$ cat src/rtl/sponge_pkg.sv
// rtl/sponge_pkg.sv - shared types, default widths and helpers for the sponge datapath
package sponge_pkg;

  // Default state and round-count widths shared with the absorb/squeeze sequencers
  localparam int SPONGE_SWIDTH  = 320;
  localparam int SPONGE_RCWIDTH = 4;

  typedef enum logic [1:0] {
    IDLE  = 2'd0,
    START = 2'd1,
    WAIT  = 2'd2,
    RESP  = 2'd3
  } perm_arb_state_t;

  // Next round-robin position after idx among n requesters
  function automatic int rr_next(input int idx, input int n);
    return (idx + 1 >= n) ? 0 : idx + 1;
  endfunction

endpackage

$ cat src/rtl/sponge_perm_arbiter_if.sv
// rtl/sponge_perm_arbiter_if.sv - requester and permutation-core signal bundle for the arbiter
interface sponge_perm_arbiter_if #(
  parameter int NREQ    = 2,
  parameter int SWIDTH  = sponge_pkg::SPONGE_SWIDTH,
  parameter int RCWIDTH = sponge_pkg::SPONGE_RCWIDTH
) ();

  logic [NREQ-1:0]         req_valid;
  logic [NREQ-1:0]         req_ready;
  logic [NREQ*SWIDTH-1:0]  req_state;
  logic [NREQ*RCWIDTH-1:0] req_rounds;
  logic [NREQ-1:0]         rsp_valid;
  logic [NREQ-1:0]         rsp_ready;
  logic [SWIDTH-1:0]       rsp_state;
  logic                    rsp_err;
  logic                    perm_start;
  logic [SWIDTH-1:0]       perm_state_in;
  logic [RCWIDTH-1:0]      perm_rounds;
  logic                    perm_done;
  logic [SWIDTH-1:0]       perm_state_out;
  logic                    busy;
  logic [$clog2(NREQ)-1:0] grant_id;

  // Requesters plus permutation core: everything the arbiter listens to
  modport master (
    output req_valid, req_state, req_rounds, rsp_ready, perm_done, perm_state_out,
    input  req_ready, rsp_valid, rsp_state, rsp_err, perm_start, perm_state_in,
    input  perm_rounds, busy, grant_id
  );

  // The arbiter itself
  modport slave (
    input  req_valid, req_state, req_rounds, rsp_ready, perm_done, perm_state_out,
    output req_ready, rsp_valid, rsp_state, rsp_err, perm_start, perm_state_in,
    output perm_rounds, busy, grant_id
  );

endinterface

$ cat src/rtl/sponge_perm_arbiter_rr_picker.sv
// rtl/sponge_perm_arbiter_rr_picker.sv - combinational round-robin search starting at a pointer
module rr_picker #(
  parameter int NREQ = 2,
  parameter int IW   = $clog2(NREQ)
) (
  input  logic [NREQ-1:0] valid_i,
  input  logic [IW-1:0]   ptr_i,
  output logic [NREQ-1:0] grant_o,
  output logic [IW-1:0]   idx_o,
  output logic            any_o
);

  localparam int SW1 = IW + 1;

  logic [IW:0]   sum;
  logic [IW-1:0] pos;

  // Walk from ptr_i upward, wrapping at NREQ; the first set bit wins
  always_comb begin
    grant_o = '0;
    idx_o   = '0;
    any_o   = 1'b0;
    sum     = '0;
    pos     = '0;
    for (int k = 0; k < NREQ; k++) begin
      sum = {1'b0, ptr_i} + SW1'(k);
      if (sum >= SW1'(NREQ)) begin
        sum = sum - SW1'(NREQ);
      end
      pos = sum[IW-1:0];
      if (!any_o && valid_i[pos]) begin
        any_o        = 1'b1;
        grant_o[pos] = 1'b1;
        idx_o        = pos;
      end
    end
  end

endmodule

$ cat src/rtl/sponge_perm_arbiter.sv
// rtl/sponge_perm_arbiter.sv - round-robin sharing of one permutation core; PERM_TIMEOUT_EN adds a watchdog
module sponge_perm_arbiter
  import sponge_pkg::*;
#(
  parameter int NREQ    = 2,
  parameter int SWIDTH  = SPONGE_SWIDTH,
  parameter int RCWIDTH = SPONGE_RCWIDTH
`ifdef PERM_TIMEOUT_EN
  ,
  parameter int TIMEOUT = 1023
`endif
) (
  input logic                  clk,
  input logic                  reset,
  sponge_perm_arbiter_if.slave bus
);

  localparam int IW = $clog2(NREQ);

  perm_arb_state_t    state_q, state_d;
  logic [IW-1:0]      rr_ptr_q, rr_ptr_d;
  logic [IW-1:0]      grant_q;
  logic [SWIDTH-1:0]  in_state_q;
  logic [SWIDTH-1:0]  result_q;
  logic [RCWIDTH-1:0] rounds_q;

  logic [NREQ-1:0]    pick_grant;
  logic [IW-1:0]      pick_idx;
  logic               pick_any;
  logic [SWIDTH-1:0]  sel_state;
  logic [RCWIDTH-1:0] sel_rounds;
  logic               accept;
  logic               timeout_hit;
  logic               rsp_err_w;

  rr_picker #(
    .NREQ (NREQ)
  ) u_picker (
    .valid_i (bus.req_valid),
    .ptr_i   (rr_ptr_q),
    .grant_o (pick_grant),
    .idx_o   (pick_idx),
    .any_o   (pick_any)
  );

  assign accept = (state_q == IDLE) && pick_any;

  // Select the winning requester's state and round count
  always_comb begin
    sel_state  = '0;
    sel_rounds = '0;
    for (int i = 0; i < NREQ; i++) begin
      if (pick_idx == IW'(i)) begin
        sel_state  = bus.req_state[i*SWIDTH +: SWIDTH];
        sel_rounds = bus.req_rounds[i*RCWIDTH +: RCWIDTH];
      end
    end
  end

  // State register and round-robin pointer
  always_ff @(posedge clk or posedge reset) begin
    if (reset) begin
      state_q  <= IDLE;
      rr_ptr_q <= '0;
    end else begin
      state_q  <= state_d;
      rr_ptr_q <= rr_ptr_d;
    end
  end

  // Next-state: zero rounds bypass the core, pointer advances past the owner on response handshake
  always_comb begin
    state_d  = state_q;
    rr_ptr_d = rr_ptr_q;
    case (state_q)
      IDLE: begin
        if (pick_any) begin
          state_d = (sel_rounds == '0) ? RESP : START;
        end
      end
      START: state_d = WAIT;
      WAIT: begin
        if (bus.perm_done || timeout_hit) begin
          state_d = RESP;
        end
      end
      RESP: begin
        if (bus.rsp_ready[grant_q]) begin
          state_d  = IDLE;
          rr_ptr_d = IW'(rr_next(int'(grant_q), NREQ));
        end
      end
      default: state_d = IDLE;
    endcase
  end

  // Request latches; the result starts as the input so bypass and timeout return it unchanged
  always_ff @(posedge clk or posedge reset) begin
    if (reset) begin
      grant_q    <= '0;
      in_state_q <= '0;
      rounds_q   <= '0;
      result_q   <= '0;
    end else if (accept) begin
      grant_q    <= pick_idx;
      in_state_q <= sel_state;
      rounds_q   <= sel_rounds;
      result_q   <= sel_state;
    end else if ((state_q == WAIT) && bus.perm_done) begin
      result_q   <= bus.perm_state_out;
    end
  end

`ifdef PERM_TIMEOUT_EN
  localparam int CW = $clog2(TIMEOUT + 1);

  logic [CW-1:0] cnt_q;
  logic          err_q;

  assign timeout_hit = (state_q == WAIT) && !bus.perm_done && (cnt_q == CW'(TIMEOUT - 1));
  assign rsp_err_w   = (state_q == RESP) && err_q;

  // Watchdog counts WAIT cycles; reaching TIMEOUT flags the response as an error
  always_ff @(posedge clk or posedge reset) begin
    if (reset) begin
      cnt_q <= '0;
      err_q <= 1'b0;
    end else begin
      if (state_q == START) begin
        cnt_q <= '0;
      end else if (state_q == WAIT) begin
        cnt_q <= cnt_q + CW'(1);
      end
      if (accept) begin
        err_q <= 1'b0;
      end else if (timeout_hit) begin
        err_q <= 1'b1;
      end
    end
  end
`else
  assign timeout_hit = 1'b0;
  assign rsp_err_w   = 1'b0;
`endif

  // Outputs decoded from state; req_ready is held off while reset is asserted
  always_comb begin
    bus.req_ready     = '0;
    bus.rsp_valid     = '0;
    bus.rsp_state     = '0;
    bus.rsp_err       = rsp_err_w;
    bus.perm_start    = (state_q == START);
    bus.perm_state_in = in_state_q;
    bus.perm_rounds   = rounds_q;
    bus.busy          = (state_q != IDLE);
    bus.grant_id      = grant_q;
    if ((state_q == IDLE) && !reset) begin
      bus.req_ready = pick_grant;
    end
    if (state_q == RESP) begin
      bus.rsp_state = result_q;
      for (int i = 0; i < NREQ; i++) begin
        bus.rsp_valid[i] = (grant_q == IW'(i));
      end
    end
  end

endmodule

$ cat src/flat_wrapper.sv
// flat-port wrapper written by rule: the top's interface ports become plain ports
module sponge_perm_arbiter_flat import sponge_pkg::*;
#(
  parameter int NREQ    = 2,
  parameter int SWIDTH  = SPONGE_SWIDTH,
  parameter int RCWIDTH = SPONGE_RCWIDTH

)
  (clk, reset, bus_req_valid, bus_req_state, bus_req_rounds, bus_rsp_ready, bus_perm_done, bus_perm_state_out, bus_req_ready, bus_rsp_valid, bus_rsp_state, bus_rsp_err, bus_perm_start, bus_perm_state_in, bus_perm_rounds, bus_busy, bus_grant_id);
  sponge_perm_arbiter_if #(.NREQ(NREQ), .SWIDTH(SWIDTH), .RCWIDTH(RCWIDTH)) bus_i ();
  input logic clk;
  input logic reset;
  input wire logic [$bits(bus_i.req_valid)-1:0] bus_req_valid;
  input wire logic [$bits(bus_i.req_state)-1:0] bus_req_state;
  input wire logic [$bits(bus_i.req_rounds)-1:0] bus_req_rounds;
  input wire logic [$bits(bus_i.rsp_ready)-1:0] bus_rsp_ready;
  input wire logic [$bits(bus_i.perm_done)-1:0] bus_perm_done;
  input wire logic [$bits(bus_i.perm_state_out)-1:0] bus_perm_state_out;
  output wire logic [$bits(bus_i.req_ready)-1:0] bus_req_ready;
  output wire logic [$bits(bus_i.rsp_valid)-1:0] bus_rsp_valid;
  output wire logic [$bits(bus_i.rsp_state)-1:0] bus_rsp_state;
  output wire logic [$bits(bus_i.rsp_err)-1:0] bus_rsp_err;
  output wire logic [$bits(bus_i.perm_start)-1:0] bus_perm_start;
  output wire logic [$bits(bus_i.perm_state_in)-1:0] bus_perm_state_in;
  output wire logic [$bits(bus_i.perm_rounds)-1:0] bus_perm_rounds;
  output wire logic [$bits(bus_i.busy)-1:0] bus_busy;
  output wire logic [$bits(bus_i.grant_id)-1:0] bus_grant_id;
  assign bus_i.req_valid = bus_req_valid;
  assign bus_i.req_state = bus_req_state;
  assign bus_i.req_rounds = bus_req_rounds;
  assign bus_i.rsp_ready = bus_rsp_ready;
  assign bus_i.perm_done = bus_perm_done;
  assign bus_i.perm_state_out = bus_perm_state_out;
  assign bus_req_ready = bus_i.req_ready;
  assign bus_rsp_valid = bus_i.rsp_valid;
  assign bus_rsp_state = bus_i.rsp_state;
  assign bus_rsp_err = bus_i.rsp_err;
  assign bus_perm_start = bus_i.perm_start;
  assign bus_perm_state_in = bus_i.perm_state_in;
  assign bus_perm_rounds = bus_i.perm_rounds;
  assign bus_busy = bus_i.busy;
  assign bus_grant_id = bus_i.grant_id;
  sponge_perm_arbiter #(.NREQ(NREQ), .SWIDTH(SWIDTH), .RCWIDTH(RCWIDTH)) u_core (.clk(clk), .reset(reset), .bus(bus_i));
endmodule
$ cat config.mk
export PLATFORM = sky130hd
export DESIGN_NAME = sponge_perm_arbiter_flat
export DESIGN_NICKNAME = d
export VERILOG_FILES = /design/src/rtl/sponge_pkg.sv /design/src/rtl/sponge_perm_arbiter_if.sv /design/src/rtl/sponge_perm_arbiter_rr_picker.sv /design/src/rtl/sponge_perm_arbiter.sv /design/src/flat_wrapper.sv
export SDC_FILE = /design/constraint.sdc
export NUM_CORES = 2
export LEC_CHECK = 0
export ABC_AREA = 1
export CAP_MARGIN = 5
export CORE_AREA = 8 8 630 632
export DETAILED_ROUTE_END_ITERATION = 7
export DIE_AREA = 0 0 638 640
export PLACE_DENSITY_LB_ADDON = 0.1
export SYNTH_ARGS = -nofsm -noshare
export SYNTH_HDL_FRONTEND = slang
export SYNTH_SLANG_ARGS = --single-unit
$ cat constraint.sdc
create_clock -name clk -period 28.8 [get_ports clk]
set_input_delay 4.32 -clock clk [delete_from_list [all_inputs] [get_ports clk]]
set_output_delay 4.32 -clock clk [all_outputs]
set_load 0.03 [all_outputs]
==> metrics.yaml <==
routing:
  drtIter0Drc: 2375
  first_pass_iters: 5
  wl_per_cell_um: 26.1
  num_vias: 36400
  finalWirelength_mm: 295
  avgViaCountPerCell: 3.22
  ant_nets: 0
  drc: 0
power_and_ir_drop:
  switching_share_pct: 51.0
  p_leak_uw: 0.0268
  power_uw: 6980
  p_comb_share_pct: 55.7
  power_switching_uw: 3560
  power.density_nw_per_um2: 122
  power.share.clock_pct: 19.1
  internal-power_uw: 3420
  p_seq_share_pct: 25.2
  ir_worst_vdd_mv: 0.0653
floorplan:
  io_pins: 1627
  start_util_pct: 8.26
  rows: 229
  dieArea_um2: 408000
  fp.coreArea_um2: 387000
  die_y_um: 640
  dieWidth_um: 638
synthesis:
  syn_inst: 4521
  ys_seq_area_share_pct: 50.7
  yosys_warnings: 0
  synthTopCellsByCount: "nand2_1 (2578), dfrtp_1 (648), inv_1 (332)"
  syn-mean-instance-area_um2: 7.08
  synth-edff-count: 0
  netlist_area_um2: 32000
  syn_nets: 5501
  synth_area_leaders: "dfrtp_1 (51%), nand2_1 (30%), a31oi_1 (6.3%), inv_1 (3.9%), nor2_1 (3.8%)"
  synth_area_leader_cell: "dfrtp_1"
  synth_top_cell_area_share_pct: 50.7
  synth_ff_type: "dfrtp_1"
  post-synth-top-count-cell: "nand2_1"
  synth-async-reset-ratio_pct: 100
  synthDistinctLibCells: 20
  ys_ff_latch: 648
global_routing:
  grt_overflow: 0
  grt_pass1_wl_mm: 382
  grt_max_degree: 177
  grt_pass1_vias: 38000
  met3_usage_pct: 4.82
  antenna_found_initial: 154
  grtUsageMet2_pct: 23.7
  busiest_layer: "met2"
  track_usage_pct: 13.8
  globalRouteMet1Util_pct: 16.7
clock_tree:
  cts_root_buf: "clkbuf_16"
  cts_buffers: 103
  cts.sinks: 648
  clk_pin_slew_ns: 0.05
  clkLatencyLatePin_ns: 0.85
  cts_setup_buffers: 0
  cts_resized: 0
  clock_path_buffers: 4
  ctsHoldBuffers: 0
  htree_num_levels: 3
  cts_tree: "built"
run_status:
  status: "complete, no violations"
hold_path:
  hp-class: "reg -> reg"
  min_from: "u_core.bus.perm_state_in[70]"
critical_path:
  criticalPathCategory: "in -> out"
  r2r-start: "u_core.state_q[1]"
  end_kind: "output port"
  cp_max_fo: 82
  critPathRequiredTime_ns: 24.48
  r2r_cells: 12
  worstPathArrival_ns: 7.52
  crit_path_end: "bus_req_ready[0]"
  start_kind: "input pin"
  regToRegSetupSlack_ns: 22.71
  cp-startpoint: "reset"
  r2r-end: "u_core.result_q[174]"
timing:
  fin_tns_setup_ns: 0
  final_max_slew_viol_count: 0
  max-slew-margin-rel_pct: 3.84
  min_period_ns: 11.84
  min_period_over_period_pct: 41.1
  finalSetupViolations: 0
  max_freq_mhz: 84.5
  hold_viol_final: 0
  worst_slew_pin_slew_ns: 1.44
  rsz0062_at_grt: "no"
  fin_skew_ns: 0.0479
place:
  routabilityCongestion: 0.821
  port_buffers: 1625
  hpwlAfterDp_mm: 242
final_layout:
  area_delta_synth_final_pct: 79.2
  drive_gt1_share_pct: 3.32
  fin_nets: 6987
flow_run:
  cap_violations: 0
## layout by cell type, fill, tap and decap left out, types with 2 or more instances in the layout
| cell type | instances |
|---|---|
| diode_2 | 29 |
| ha_1 | 4 |
| a31oi_1 | 323 |
| dfrtp_1 | 648 |
| buf_4 | 35 |
| clkbuf_16 | 104 |
| a21oi_1 | 4 |
| nand3_1 | 7 |
| clkdlybuf4s50_1 | 1624 |
| nand2_1 | 2577 |
| inv_16 | 2 |
| clkbuf_8 | 31 |
| o21ai_1 | 2 |
| clkbuf_1 | 29 |
| o21ai_0 | 3 |
| clkinv_2 | 5 |
| nor2_1 | 327 |
| clkinvlp_4 | 2 |
| inv_8 | 3 |
| bufinv_16 | 7 |
| inv_1 | 331 |
| buf_12 | 7 |
## stage by stage
step | hold slack, ns | worst slack, ns | cell area [µm²] | util, % | instances
after floorplan | 0.492 | 5.28 | 32000 | - | 4521
after global placement | 0.463 | 16.79 | 53800 | 13.9 | 11100
after detailed placement | 0.464 | 16.84 | 53800 | 13.9 | 11100
after CTS | 0.482 | 16.83 | 57200 | 14.8 | 11300
after global routing | 0.491 | 16.83 | 57300 | 14.8 | 11300
final | 0.477 | 16.96 | 57300 | 14.8 | 11300
## worst max-delay path: stages
cell	delay [ns]
clkdlybuf4s50_1	0.61
inv_8	0.57
nand3_1	0.14
a21oi_1	0.96
clkdlybuf4s50_1	0.87
## power by group through the flow
stage	Combinational (µW)	Sequential [µW]	Clock, µW
CTS	4030	1780	1400
finish	3890	1760	1330
detailed placement	4020	1790	0
global placement	4020	1790	0
floorplan	1620	2010	0
global route	4220	1830	1430
## per-layer routing
metal	vias up	routed length (µm)
met4	48	5450
met3	377	24400
met2	1372	142000
met1	17700	122000
li1	16800	-
met5	-	315
## cell type report
type,instances,area (µm²)
Antenna cell,29,72.6
Clock buffer,164,3140
Clock inverter,17,320
Fill cell,44600,330000
Inverter,334,1280
Multi-Input combinational cell,3254,13100
Sequential cell,648,16200
Tap cell,5197,6500
Timing Repair Buffer,1666,16700
## registers in the layout, summed over array words and instances (netlist names)
signal,cells
u_core.bus.perm_state_in,320
u_core.result_q,320
u_core.bus.perm_rounds,4
u_core.state_q,2
u_core.bus.grant_id,1
u_core.rr_ptr_q,1
## how the worst min path moves through the flow
stage                                          to  cells after the start
CTS                   u_core.bus.perm_state_in[9]                      2
detailed placement   u_core.bus.perm_state_in[39]                      2
finish               u_core.bus.perm_state_in[70]                      2
global route        u_core.bus.perm_state_in[261]                      2
floorplan                         u_core.rr_ptr_q                      2
global placement     u_core.bus.perm_state_in[10]                      2
## logic make-up (layout without fill, tap and decap cells)
logic type	count (synthesis)	count (layout)	share of synthesized area, %
other cells	1	30	0.0117
buf+inv	619	2181	8.35
compound gates	332	332	6.46
flops	648	648	50.7
fa+ha+maj	5	5	0.196
simple gates	2916	2916	34.3
Note: power is estimated with default switching activity, not from simulation.
